==> config.mk <==
export PLATFORM = sky130hd
export DESIGN_NAME = instruction_fetch
export DESIGN_NICKNAME = d
export VERILOG_FILES = /design/src/rtl/instruction_fetch.sv
export SDC_FILE = /design/constraint.sdc
export NUM_CORES = 1
export LEC_CHECK = 0
export BUFFER_PORTS_ARGS = -buffer_cell sky130_fd_sc_hd__buf_2
export CAP_MARGIN = 5
export CORE_MARGIN = 2
export CORE_UTILIZATION = 43
export DETAILED_ROUTE_END_ITERATION = 7
export RECOVER_POWER = 50
export REMOVE_ABC_BUFFERS = 1
export SYNTH_ARGS = -nofsm -noshare
export SYNTH_HDL_FRONTEND = slang
export SYNTH_SLANG_ARGS = --single-unit
==> constraint.sdc <==
create_clock -name clk -period 8.2 [get_ports clk]
set_clock_uncertainty 0.05 [all_clocks]
set_input_delay 0.41 -clock clk [delete_from_list [all_inputs] [get_ports clk]]
set_output_delay 0.41 -clock clk [all_outputs]
set_load 0.05 [all_outputs]
==> src/rtl/instruction_fetch.sv <==
// Instruction fetch stage: owns the fetch PC, drives the level-held icache read
// handshake, and buffers returned words with their PCs in a small queue to decode.
// Redirects flush the queue; an in-flight miss is drained before the PC moves.
module instruction_fetch #(
  parameter logic [31:0] RESET_PC    = 32'h0000_0000,
  parameter int unsigned QUEUE_DEPTH = 4
) (
  input  logic        clk,
  input  logic        reset,
  output logic        icache_read_request,
  output logic [31:0] icache_addr,
  input  logic        icache_read_response,
  input  logic [31:0] icache_read_data,
  output logic        instr_valid,
  input  logic        instr_ready,
  output logic [31:0] instr_data,
  output logic [31:0] instr_pc,
  input  logic        redirect,
  input  logic [31:0] redirect_pc
);

  localparam int unsigned PtrW = $clog2(QUEUE_DEPTH);
  localparam logic [PtrW:0] DepthC = (PtrW + 1)'(QUEUE_DEPTH);

  typedef enum logic [1:0] {StIdle, StFetch, StDrain} state_e;

  state_e          state_q;
  logic [31:0]     pc_q;
  logic [31:0]     pending_pc_q;
  logic            req_q;
  logic [PtrW-1:0] rd_ptr_q, rd_ptr_d;
  logic [PtrW-1:0] wr_ptr_q, wr_ptr_d;
  logic [PtrW:0]   count_q, count_d;
  logic [31:0]     q_pc_q   [QUEUE_DEPTH];
  logic [31:0]     q_data_q [QUEUE_DEPTH];

  logic        push, pop;
  logic        has_room;
  logic [31:0] redirect_target;

  assign redirect_target     = redirect_pc & ~32'h1;
  assign icache_read_request = req_q;
  assign icache_addr         = pc_q;
  assign instr_valid         = (count_q != '0);
  assign instr_data          = instr_valid ? q_data_q[rd_ptr_q] : 32'h0;
  assign instr_pc            = instr_valid ? q_pc_q[rd_ptr_q] : 32'h0;

  // Queue control: a redirect voids any pop/push this cycle and empties the queue.
  always_comb begin
    push     = (state_q == StFetch) && icache_read_response && !redirect;
    pop      = instr_valid && instr_ready && !redirect;
    rd_ptr_d = rd_ptr_q;
    wr_ptr_d = wr_ptr_q;
    count_d  = count_q;
    if (redirect) begin
      rd_ptr_d = wr_ptr_q;
      count_d  = '0;
    end else begin
      if (pop)  rd_ptr_d = rd_ptr_q + PtrW'(1);
      if (push) wr_ptr_d = wr_ptr_q + PtrW'(1);
      count_d = count_q + (PtrW + 1)'(push) - (PtrW + 1)'(pop);
    end
    has_room = (count_d < DepthC);
  end

  // Queue pointers and occupancy.
  always_ff @(posedge clk) begin
    if (reset) begin
      rd_ptr_q <= '0;
      wr_ptr_q <= '0;
      count_q  <= '0;
    end else begin
      rd_ptr_q <= rd_ptr_d;
      wr_ptr_q <= wr_ptr_d;
      count_q  <= count_d;
    end
  end

  // Queue storage; contents are only observed through count, so no reset needed.
  always_ff @(posedge clk) begin
    if (push) begin
      q_pc_q[wr_ptr_q]   <= pc_q;
      q_data_q[wr_ptr_q] <= icache_read_data;
    end
  end

  // Fetch FSM: pc and request only change when no transaction is outstanding
  // or at the edge where the outstanding response arrives.
  always_ff @(posedge clk) begin
    if (reset) begin
      state_q      <= StIdle;
      pc_q         <= RESET_PC;
      req_q        <= 1'b0;
      pending_pc_q <= 32'h0;
    end else begin
      unique case (state_q)
        StIdle: begin
          if (redirect) begin
            pc_q    <= redirect_target;
            state_q <= StFetch;
            req_q   <= 1'b1;
          end else if (has_room) begin
            state_q <= StFetch;
            req_q   <= 1'b1;
          end
        end
        StFetch: begin
          if (icache_read_response) begin
            if (redirect) begin
              pc_q <= redirect_target;
            end else begin
              pc_q <= pc_q + 32'd4;
              if (!has_room) begin
                state_q <= StIdle;
                req_q   <= 1'b0;
              end
            end
          end else if (redirect) begin
            // Miss outstanding: address must hold until the cache answers.
            pending_pc_q <= redirect_target;
            state_q      <= StDrain;
          end
        end
        StDrain: begin
          if (icache_read_response) begin
            // A redirect landing on the drain response is the newest target.
            pc_q    <= redirect ? redirect_target : pending_pc_q;
            state_q <= StFetch;
            req_q   <= 1'b1;
          end else if (redirect) begin
            pending_pc_q <= redirect_target;
          end
        end
        default: begin
          state_q <= StIdle;
          req_q   <= 1'b0;
        end
      endcase
    end
  end

endmodule
Yosys cells after proc, flatten, opt, wreduce, memory -nomap -nowiden. Memory sizes are Yosys's and may differ from the RTL's. A register that Yosys moved wholly into a read port is not among the register bits. Index checks and enable logic that the tools add are counted.

Flip-flop bits (word level): 74. Bits of input ports: 69. Memory bits (writable): 256. Logic and storage cells: 75. Output and inout port bits: 98. Memories: 2.

Bitwise logic cells: 2. Equality and inequality tests: 11. Reduce and logical (&&, ||, !) cells: 15. Order comparisons: 1. Add/sub/neg operators: 5. Multiplexer cells: 32.

Memory list: q_data_q (words 4, width 32, rd ports 1, clocked after memory_dff 1, write ports 1, line 35) `logic [31:0] q_data_q [QUEUE_DEPTH];`; q_pc_q (words 4, width 32, rd ports 1, clocked after memory_dff 1, write ports 1, line 34) `logic [31:0] q_pc_q [QUEUE_DEPTH];`.

Operators with widths (count): two-way mux 32 bit (7); case mux 32 bit (3 select lines) (1); adder 32 x 3 -> 32 bit (second input constant) (1); two-way mux 2 bit (13); inequality test 3 bit (second input constant) (4); inequality test 2 bit (second input constant) (5); AND reduction 5 bit (2); two-way mux 1 bit (8); case mux 2 bit (3 select lines) (1); nonzero test 3 bit (2); adder 2 x 1 -> 2 bit (second input constant) (2); logical AND 1 bit (4); AND reduction 2 bit (2); AND reduction 4 bit (1); adder 3 x 1 -> 3 bit (1); less-than comparator 3 bit (second input constant) (1); two-way mux 3 bit (1); case mux 1 bit (3 select lines) (1); subtractor 3 x 1 -> 3 bit (1); == test 2 x 1 -> 1 bit (second input constant) (1); == test 2 bit (second input constant) (1); logical NOT 2 bit (1); NOT 1 bit (2); nonzero test 2 bit (1); other kinds (2) (2).

Logic depth before layout (Yosys ltp). Gate-level depths: netlist of run 1.

Depth in word-level cells: 11. Mapped depth: 14. Gate-level depth less buffers: 13.

Worst setup path after synthesis of run 1. OpenSTA, ideal clock, no wires.

Path kind: input to register. From: in redirect. To: reg state_q[0]. Path slack: 4.718 ns. Path buffers: 4. Arrival time: 3.362 ns. Required time: 8.080 ns. Library setup time: 0.070 ns. Stages: 14. Cell sequence: buf_2 -> clkbuf_1 -> buf_2 -> buf_1 -> nor2_1 -> ha_1 -> inv_1 -> ha_1 -> fa_1 -> xor3_1 -> mux2i_1 -> o221ai_1 -> or3_1 -> a21oi_1.

Word-level cells in the longest chain between the ends: 8. Elaborated cells between the ends (all ways): 14. Those cells by class: add/sub: 2; order compare: 1; eq/ne: 4; mux: 3; reduce/logical: 4.

Ends and longest elaborated chain: start: declaration (line 18) `input logic redirect,`; logical NOT 1 bit (line 50, 51); logical AND 1 bit (line 50) `push = (state_q == StFetch) && icache_read_response && !redirect;`; adder 3 x 1 -> 3 bit (line 61) `count_d = count_q + (PtrW + 1)'(push) - (PtrW + 1)'(pop);`; subtractor 3 x 1 -> 3 bit (line 61); two-way mux 3 bit (line 55) `if (redirect) begin`; less-than comparator 3 bit (line 63) `has_room = (count_d < DepthC);`; inequality test 3 bit (no source line); AND reduction 5 bit (no source line); end signal: assignment (line 91) `state_q <= StIdle;`; end signal: assignment (line 100) `state_q <= StFetch;`; end signal: assignment (line 103) `state_q <= StFetch;`; end: declaration (line 27) `state_e state_q;`.

Several ways; a longest one is shown, not always the timed one. A chain may end at the register's enable or synchronous reset.

Worst setup path after layout of run 1.
From: reg count_q[1]. To: reg state_q[0].

Word-level cells in the longest chain between the ends: 8. Elaborated cells between the ends (all ways): 10. Those cells by class: add/sub: 2; order compare: 1; eq/ne: 2; mux: 1; reduce/logical: 4.

Ends and longest elaborated chain: start: declaration (line 33) `logic [PtrW:0] count_q, count_d;`; start signal: assignment (line 75) `count_q <= count_d;`; parallel branches: the longest is 3 deep, another holds adder 3 x 1 -> 3 bit; subtractor 3 x 1 -> 3 bit (*) (line 61); two-way mux 3 bit (*) (line 55); less-than comparator 3 bit (*) (line 63); inequality test 3 bit (no source line); AND reduction 5 bit (no source line) (*).

Mark *: on every way between the ends.

==> results.md, run 1 <==
- Status: finished with violations
- Failing checks: max-capacitance violations, max-slew violations
- Int Power: between 3 and 4 mW
- Seq/Total Area, Yosys: between 60% and 70%
- Worst-margin pin slew: between 3 and 4 ns
- Distinct cells, synth: 67
- # fillers: ~2800
- Final antenna-violating net count: 0
- IO Port Bufs: 165
- Initial antenna violation count: 0
- Reg2reg end: state_q[0]
- Combinational Power Share: about a fifth
- Worst reg-to-reg setup slack: between 2 and 3 ns
- Worst hold path class: in2reg
- Maximum clock insertion buffer count: 3
- Cts bufs inserted: 38
- Die area: 34200 um^2
- Critical Path Source Type: flop
- Via density: around 5.6
- Critical path endpoint: state_q[0]
- Mean Syn Cell Area: approximately 14 um^2
- Synth warn: 0
- CP required: ~8.6 ns
- Peak Freq: ~0.19 GHz
- Setup_tns: 0 ns
- Critical path class: reg2reg
- Crit-path slowest cell: clkbuf_1
- Largest stage delay, worst path: 2.12 ns
- Post-synthesis cell count: between 900 and 1000
- Post-synth top area share: a little over half
- Slew Limit Headroom: -101%
- FFs w/ async S/R, synth: 0%
- Overall Power: ~4.8 mW
- Final net count: about 1200
- Hold_sp: redirect_pc[25]
- CTS clock-pin slew for the worst setup and hold paths: around 0.060 ns
- Mapped cell area: roughly 14000 um^2
- Yosys reg bits: between 300 and 400
- Wirelength per Cell: 20.8 um
- Worst setup EP type: flop
- Period utilization: 63.9%
- WP buf/inv: 2
- H-tree levels: 2
- Psw: approximately 1.5 mW
- Initial Utilization: between 40% and 50%
- Synth area leader: edfxtp_1
- Share of cells above drive strength 1: around a fifth
- Vias in the first global route: about 9000
- Final setup margin: about 3 ns
- Hold Fails Final Rpt: 0
- Detailed placement HPWL: just under 20 mm
- Core Area: 32400 um^2
- Setup WS pre-CTS: about 4.5 ns
- # rows: 66
- Gpl congestion: between 0.7 and 0.8
- Max Cap Violations: 1
- Initial DRC count: approximately 690
- Die Y: 185 um
- Crit path depth: 13
- Critical path fanouts, max: between 60 and 70
- PD cells: 290 nW/um^2
- Ys flop type: edfxtp_1
- Seq pwr share: 45.6%
- Post-CTS Hold Fix Bufs: 0
- Clock power frac: 34.5%
- # placed instances: between 1500 and 2000
- Most common cell after layout, fill and taps aside: edfxtp_1
- Global-route wire length before repair: slightly above 50 mm
- PostCTS Resize Cnt: 0
- Worst skew pair latency: roughly 0.51 ns
- CTS sink count: 332
- DIE WIDTH: between 150 and 200 um
- Most frequent cells in the layout: 256 x edfxtp_1, 100 x buf_2, 92 x nand2_1
- Min cycle time layout: about 5.2 ns
- CP delay by family, top: buffers and inverters
- Setup Buffers After CTS: 0
- Leak pwr: roughly 5.6 nW
- Max VDD drop: 0.000183 V
- Final std cells w/o fill: 1601
- GR Util All Layers: a little under 20%
- Routed WL: 33.3 mm
- CTS tree: yes
- Net Sw Frac: a little under a third
- Post-synth EDFFs: about 260
- Count of final setup violators: 0
- Root Driver: clkbuf_16
- Worst R2R Start: count_q[1]
- Critical path, cell by cell: or3_2 -> clkbuf_1 -> nand2_1 -> nor2_1 -> ha_1 -> inv_1 -> ha_1 -> fa_1 -> xor3_1 -> mux2i_1 -> o221ai_1 -> or3_1 -> a21oi_1
- Slew Viols, Final: 68
- Number of placed I/O pins: 167
- Synthesis-to-layout area growth: 16.8%
- Crit path top cell by count: ha_1
- Largest net degree at the start of global routing: 68
- Hold WS: 0.0994 ns
- Synth area leaders: edfxtp_1 55%, dfxtp_1 11%, mux4_2 10%
- RSZ-0062 raised after global routing: false
- Crit path arrival time: roughly 5.6 ns
- DRC viols: 0
- R2R cell count: 13
- DR pass1 iterations: 7
- CP Launch Point: count_q[1]
- Via count: ~9000
- Grt ovf: 0
power groups by stage:
stage	clock, mW	sequential, mW	combinational (mW)
3_3_place_gp	0	2.20	0.959
4_1_cts	1.67	2.18	0.972
2_1_floorplan	0	2.35	0.475
5_1_grt	1.74	2.20	1.03
6_report	1.64	2.18	0.948
3_5_place_dp	0	2.21	0.968
per-layer routing:
| layer | up-vias | part of all wire [%] | track usage, % |
|---|---|---|---|
| met5 | - | 0 | 0 |
| met4 | 0 | 2.1 | 5.27 |
| met3 | 55 | 6.1 | 3.60 |
| met2 | 279 | 48 | 31.9 |
| met1 | 4454 | 44 | 26.9 |
| li1 | 4108 | - | - |
cell type report:
| class | count | area (um^2) | area share, % |
|---|---|---|---|
| Antenna cell | 1 | 2.50 | 0.0152 |
| Clock inverter | 17 | 180 | 1.09 |
| Timing Repair Buffer | 183 | 868 | 5.28 |
| Tap cell | 442 | 553 | 3.36 |
| Multi-Input combinational cell | 559 | 4550 | 27.6 |
| Inverter | 16 | 60.1 | 0.365 |
| Clock buffer | 51 | 1030 | 6.26 |
| Sequential cell | 332 | 9220 | 56.0 |
worst min-delay path by stage:
stage	end	slack, ns	cells past startpoint
final	pending_pc_q[25]	0.1	3
after global routing	pending_pc_q[25]	0.09	3
after CTS	q_data_q[2][28]	0.04	1
after detailed placement	pending_pc_q[4]	0.40	2
after global placement	pending_pc_q[19]	0.39	2
after floorplan	pending_pc_q[12]	0.38	2
stage by stage:
step                      util [%]  cell area [um^2]
after CTS                     51.2             16600
final                         50.8             16500
after global routing          50.8             16500
after detailed placement      47.4             15400
after floorplan                  -             13800
after global placement        47.4             15400
worst reg2reg max path, cell delays in order, from the launching register on:
cell and delay [ns]:
dfxtp_1 0.35, or3_2 0.12, clkbuf_1 2.12, nand2_1 0.34, nor2_1 0.20, ha_1 0.14, inv_1 0.04, ha_1 0.18
fa_1 0.37, xor3_1 0.28, mux2i_1 0.20, o221ai_1 0.25, or3_1 0.41, a21oi_1 0.14
cells in the mapped netlist (3+ instances only):
cell type,number
a211o_1,4
a211oi_1,7
a21oi_1,48
a221o_1,9
a221oi_1,13
a22o_1,12
a22oi_1,5
a31oi_1,8
and2_1,68
and3_1,11
buf_1,6
buf_2,12
clkbuf_1,51
dfxtp_1,76
edfxtp_1,256
ha_1,12
inv_1,16
mux2i_1,5
mux4_2,64
nand2_1,92
nand2b_1,6
nand3_1,22
nand4_1,13
nor2_1,31
nor2b_1,3
nor3_1,13
nor4_1,11
nor4b_1,3
o2111ai_1,7
o211ai_1,6
o21ai_0,25
or3_1,4
or4_1,3
xnor2_1,8
xor2_1,4
cell families (layout without fill, tap and decap cells):
logic type                 Yosys count  in the layout  synth area share (%)
AOI/OAI and AO/OA                  167            167                  8.17
xor gates and xnor gates            13             13                 0.915
adders and majority gates           13             13                  1.21
buffers and inverters               87            267                  2.46
DFF                                332            332                  65.4
muxes                               71             71                  10.7
other                                0              1                     0
and+or+nand+nor                    295            295                  11.1
registers in the layout, indices dropped and copies added (netlist names), named ones only:
name and flops:
state_q 2, q_pc_q 128, wr_ptr_q 2, icache_addr 32
rd_ptr_q 2, q_data_q 128, icache_read_request 1, pending_pc_q 32
count_q 3
Power figures use the tool's default switching activity.
==> run 2: changes to the inputs <==
==> constraint.sdc (replaced) <==
create_clock -name clk -period 5.4 [get_ports clk]
set_clock_uncertainty 0.05 [all_clocks]
set_input_delay 0.27 -clock clk [delete_from_list [all_inputs] [get_ports clk]]
set_output_delay 0.27 -clock clk [all_outputs]
set_load 0.05 [all_outputs]
==> run 2 against run 1 <==
The run still ends with max-capacitance violations, max-slew violations left. Combinational power increased by 53%. Critical path depth decreased by 7. Worst hold slack got worse by 0.0035 ns. Maximum frequency increased by 30%. Clock power increased by 46%. Sequential share of layout area decreased by 2.0 points. Wire length decreased by 0.10%. Sequential power increased by 52%. Total power increased by 50%. Die area unchanged. Final cell count increased by 3.9%. Utilization increased by 1.8 points. Critical endpoint is now q_data_q[1][1]. Largest cell class unchanged.
==> results.md, run 2 (synthesized netlist as in run 1, its figures left out) <==
- Status: finished with violations
- Failing checks: max-capacitance violations, max-slew violations
- Max Cap Violations: 1
- Slew Limit Headroom: -10.8%
- Wirelength per Cell: ~20 um
- Count of final setup violators: 0
- Via density: around 5.5
- Final net count: around 1300
- Share of cells above drive strength 1: 20.2%
- Crit path top cell by count: clkbuf_1
- IO Port Bufs: about 170
- Register area: just over 9000 um^2
- Initial DRC count: 596
- WHS Endpoint: wr_ptr_q[1]
- # fillers: approximately 2800
- Max VDD drop: ~0.00028 V
- DRC viols: 0
- Maximum clock insertion buffer count: 3
- CP required: 5.53 ns
- Critical path class: reg2reg
- Critical Path Source Type: flop
- Most frequent cells in the layout: 256 x edfxtp_1, 99 x buf_2, 92 x nand2_1
- Setup_tns: 0 ns
- Number of placed I/O pins: roughly 170
- Final antenna-violating net count: 0
- Largest net degree at the start of global routing: ~70
- Synthesis-to-layout area growth: 21.0%
- Initial Utilization: 43.5%
- Critical path fanouts, max: 47
- Period utilization: about three quarters
- Die area: about 34000 um^2
- PostCTS Resize Cnt: 0
- Setup WS pre-CTS: about 1.7 ns
- Die Y: 185 um
- Leak pwr: between 5 and 6 nW
- Peak Freq: approximately 0.25 GHz
- Min cycle time layout: around 4.0 ns
- CTS sink count: 332
- Core Area: roughly 32000 um^2
- Most common cell after layout, fill and taps aside: edfxtp_1
- Worst-margin pin slew: 1.66 ns
- Grt ovf: 0
- Vias in the first global route: 8821
- Cts bufs inserted: 37
- Setup Buffers After CTS: 0
- PD cells: about 420 nW/um^2
- CTS clock-pin slew for the worst setup and hold paths: around 0.060 ns
- # rows: between 60 and 70
- Worst reg-to-reg setup slack: between 1 and 1.5 ns
- DIE WIDTH: roughly 190 um
- WP buf/inv: 3
- Worst setup EP type: flop
- CP delay by family, top: buffers and inverters
- DR pass1 iterations: 5
- Crit-path slowest cell: and3_4
- R2R cell count: 6
- Post-CTS Hold Fix Bufs: 63
- WHS Path Cells: 3
- Worst hold path class: in2reg
- Largest stage delay, worst path: approximately 0.85 ns
- Root Driver: clkbuf_16
- Biggest regs: q_data_q (128), q_pc_q (128)
- Final setup margin: around 1.4 ns
- Reg2reg end: q_data_q[1][1]
- Global-route wire length before repair: between 50 and 60 mm
- Hold Fails Final Rpt: 0
- Area of the multi-input gates: about 4600 um^2
- RSZ-0062 raised after global routing: false
- Hold_sp: icache_read_response
- Worst R2R Start: state_q[0]
- Critical path, cell by cell: ha_1 -> clkbuf_1 -> nor2b_1 -> clkbuf_1 -> and3_4 -> buf_4
- Gpl congestion: a little under 0.8
- Crit path arrival time: about 4.2 ns
- Detailed placement HPWL: 19.6 mm
- Worst skew pair latency: around 0.52 ns
- Final core occ: 52.7%
- Via count: around 9100
- H-tree levels: 2
- GR Util All Layers: a little under a fifth
- Overall Power: 7.16 mW
- Initial antenna violation count: 2
- CTS tree: yes
- Routed WL: roughly 33 mm
- Slew Viols, Final: 32
==> run 2: changes by cell type in the layout (fill, tap and decap cells not counted), sizes merged <==
| cell | change |
|---|---|
| buf | -1 |
| clkinv | -1 |
| clkbuf | +1 |
| diode | +1 |
| dlygate4sd3 | +63 |
| bufinv | -2 |
| clkinvlp | +1 |
==> run 2: power by group <==
part	switching [mW]	internal, mW	total [mW]
Clock	0.962	1.44	2.40
Sequential	0.299	3.01	3.31
Combinational	1.00	0.443	1.45
==> run 2: area by class of cell <==
class / instances / share of cell area, %
clock inverters: 15 / 0.734
multi-input cells: 559 / 26.7
diodes: 2 / 0.0293
flip-flops and latches: 332 / 54.0
inverters: 16 / 0.352
clock buffers: 50 / 6.08
repair buffers: 247 / 8.80
well taps: 442 / 3.24
==> run 2: worst max-delay path by stage <==
stage,startpoint,end,cells after the start
after detailed placement,count_q[1],state_q[0],13
after CTS,count_q[1],state_q[0],13
after global routing,state_q[1],state_q[0],14
after floorplan,flop,instr_data[0],2
after global placement,count_q[1],state_q[0],13
final,state_q[0],q_data_q[1][1],6
==> run 2: worst register-to-register path, cell delays in order, from the launching register on <==
cell,delay [ns]
dfxtp_1,0.41
ha_1,0.17
clkbuf_1,0.79
nor2b_1,0.25
clkbuf_1,0.70
and3_4,0.85
buf_4,0.45
==> run 2: through the flow <==
stage	hold slack, ns	cell area [um^2]	cells
2_1_floorplan	0.289	13800	907
3_3_place_gp	0.391	15400	1533
3_5_place_dp	0.397	15400	1533
4_1_cts	0.0848	17100	1661
5_1_grt	0.111	17100	1662
6_report	0.0959	17100	1663
==> run 2: per-layer routing <==
layer | global-route usage, % | vias to the layer above | wire length [um]
met5 | 0 | - | 0
met4 | 5.37 | 0 | 652
met3 | 2.69 | 48 | 1600
met2 | 31.8 | 254 | 15900
met1 | 26.6 | 4573 | 15000
li1 | - | 4229 | -
==> run 3: changes to the inputs <==
--- a/config.mk
+++ b/config.mk
@@ -5,6 +5,7 @@
 export SDC_FILE = /design/constraint.sdc
 export NUM_CORES = 1
 export LEC_CHECK = 0
+export ABC_AREA = 1
 export BUFFER_PORTS_ARGS = -buffer_cell sky130_fd_sc_hd__buf_2
 export CAP_MARGIN = 5
 export CORE_MARGIN = 2
==> constraint.sdc (replaced) <==
create_clock -name clk -period 4.1 [get_ports clk]
set_clock_uncertainty 0.05 [all_clocks]
set_input_delay 0.205 -clock clk [delete_from_list [all_inputs] [get_ports clk]]
set_output_delay 0.205 -clock clk [all_outputs]
set_load 0.05 [all_outputs]
==> run 3 against run 2 <==
The run still ends with max-capacitance violations, max-slew violations left. Register-to-register slack got worse by 0.82 ns. Sequential power increased by 32%. Cell area is 2.3% higher. Non-clock buffer count down 17. Sequential share of layout area down 1.2 points. Worst hold slack worse by 0.082 ns. Utilization shrank 0.66 points. Combinational power grew 40%. Critical endpoint is now icache_addr[5]. Largest cell class unchanged.
==> results.md, run 3 <==
- Crit path arrival time: 3.86 ns
- Register area: 9210 um^2
- Ys flop type: edfxtp_1
- Yosys reg bits: 332
- Cts bufs inserted: 37
- RSZ-0062 raised after global routing: false
- Final net count: 1769
- WHS Path Cells: 3
- Critical Path Source Type: flop
- Period utilization: between 80% and 90%
- Most frequent cells in the layout: 316 x nor2_1, 256 x edfxtp_1, 197 x nand2_1
- Setup WS pre-CTS: between 0.9 and 1 ns
- Final setup margin: roughly 0.56 ns
- Hold_sp: redirect_pc[11]
- Top cells by count, synth: 319 x nor2_1, 256 x edfxtp_1, 196 x nand2_1
- Hold WS: between 0.01 and 0.015 ns
- Largest net degree at the start of global routing: 79
- DRC viols: 0
- Post-synth top area share: a little over half
- Grt ovf: 0
- IO Port Bufs: roughly 170
- Area of the multi-input gates: around 4800 um^2
- Critical path class: reg2reg
- Leak pwr: between 6 and 7 nW
- Reg2reg end: icache_addr[5]
- Mean Syn Cell Area: ~9.8 um^2
- Peak Freq: 0.283 GHz
- FFs w/ async S/R, synth: 0%
- Worst hold path class: in2reg
- Worst-margin pin slew: 1.91 ns
- Worst skew pair latency: roughly 0.51 ns
- CTS sink count: between 300 and 400
- Max Cap Violations: 4
- # placed instances: approximately 2100
- Synth warn: 0
- CTS tree: yes
- Max VDD drop: ~0.00033 V
- Dominant cell by count in the synthesized netlist: nor2_1
- Share of cells above drive strength 1: between 10 and 15%
- H-tree levels: 2
- WHS Endpoint: pending_pc_q[11]
- Initial antenna violation count: 1
- Setup Buffers After CTS: 0
- Seq/Total Area, Yosys: a little over three fifths
- Initial Utilization: between 40% and 50%
- Wirelength per Cell: roughly 18 um
- Global-route wire length before repair: ~60 mm
- Final antenna-violating net count: 0
- Hold Fails Final Rpt: 0
- DR pass1 iterations: 5
- Critical path fanouts, max: 37
- Synth area leader: edfxtp_1
- Final std cells w/o fill: 2164
- Post-CTS Hold Fix Bufs: 46
- Core Area: approximately 34000 um^2
- Number of placed I/O pins: 167
- Mapped cell area: 14600 um^2
- # fillers: 3025
- Via count: ~11000
- CP required: roughly 4.4 ns
- Gpl congestion: 0.812
- Worst setup EP type: flop
- Slew Limit Headroom: -27.8%
- Routed WL: around 39 mm
- PostCTS Resize Cnt: 0
- Post-synthesis cell count: ~1500
- Min cycle time layout: between 3 and 4 ns
- Synth area leaders: edfxtp_1 52%, dfxtp_1 10%, nor2_1 8.2%
- Worst R2R Start: state_q[1]
- Biggest regs: q_data_q (128), q_pc_q (128)
- PD cells: around 550 nW/um^2
- Count of final setup violators: 0
- GR Util All Layers: a little over a fifth
- Maximum clock insertion buffer count: 3
- Root Driver: clkbuf_16
- Final instance area: around 17000 um^2
- Die area: roughly 36000 um^2
- # rows: 67
- R2R cell count: 9
- Vias in the first global route: ~11000
- Slew Viols, Final: approximately 140
- Distinct cells, synth: 45
- Placed inst area: 15900 um^2
- Initial DRC count: 892
- Most common cell after layout, fill and taps aside: nor2_1
- Setup_tns: 0 ns
- CTS clock-pin slew for the worst setup and hold paths: approximately 0.060 ns
- Post-synth EDFFs: about 260
- Synthesis-to-layout area growth: 19.1%
- Status: finished with violations
- Via density: roughly 5.3
- DIE WIDTH: ~190 um
- Worst reg-to-reg setup slack: ~0.56 ns
- Failing checks: max-capacitance violations, max-slew violations
- Die Y: approximately 190 um
- Detailed placement HPWL: approximately 23 mm
==> run 3: report_power, final <==
| group | switching (mW) | internal [mW] |
|---|---|---|
| Clock | 1.29 | 1.97 |
| Sequential | 0.385 | 3.99 |
| Combinational | 1.52 | 0.511 |
| Total | 3.19 | 6.47 |
==> run 3: stage by stage <==
stage	utilization [%]	total power [mW]
finish	52.0	9.66
floorplan	-	5.70
detailed placement	47.4	6.45
CTS	52.3	9.75
global route	52.0	10.1
global placement	47.4	6.42
==> run 3: kinds of logic after synthesis <==
logic type | count (synthesis) | share of synthesized area [%]
flops | 332 | 62.9
buf+inv | 161 | 4.58
compound gates | 387 | 14.2
mux | 3 | 0.205
fa+ha+maj | 13 | 1.16
simple gates | 598 | 16.7
xor+xnor | 4 | 0.239
==> run 3: worst max-delay path: stages, from the launching register on <==
cell and delay, ns:
dfxtp_1 0.34, inv_1 0.11, ha_1 0.28, inv_2 0.11, nand2_2 0.22, nand2_2 0.11
nand2_1 1.13, inv_2 0.62, o21ai_0 0.33, a31oi_1 0.06
==> run 3: worst max-delay path by stage <==
stage / from / end
2_1_floorplan: flop / instr_pc[30]
3_3_place_gp: state_q[1] / state_q[0]
3_5_place_dp: state_q[1] / state_q[0]
4_1_cts: state_q[1] / state_q[0]
5_1_grt: state_q[1] / icache_addr[29]
6_report: state_q[1] / icache_addr[5]
==> run 3: layout make-up <==
| type | instances | area share [%] |
|---|---|---|
| clock buffers | 43 | 5.44 |
| inverters | 81 | 1.75 |
| multi-input cells | 1005 | 27.4 |
| flip-flops and latches | 332 | 52.8 |
| diodes | 2 | 0.0287 |
| well taps | 448 | 3.21 |
| repair buffers | 230 | 8.00 |
| clock inverters | 23 | 1.35 |
==> run 3: routing by layer <==
layer / track usage [%] / vias up / wire, um
li1: - / 5551 / -
met1: 30.3 / 5403 / 17700
met2: 35.4 / 349 / 18200
met3: 3.17 / 72 / 2290
met4: 6.58 / 0 / 927
met5: 0 / - / 0
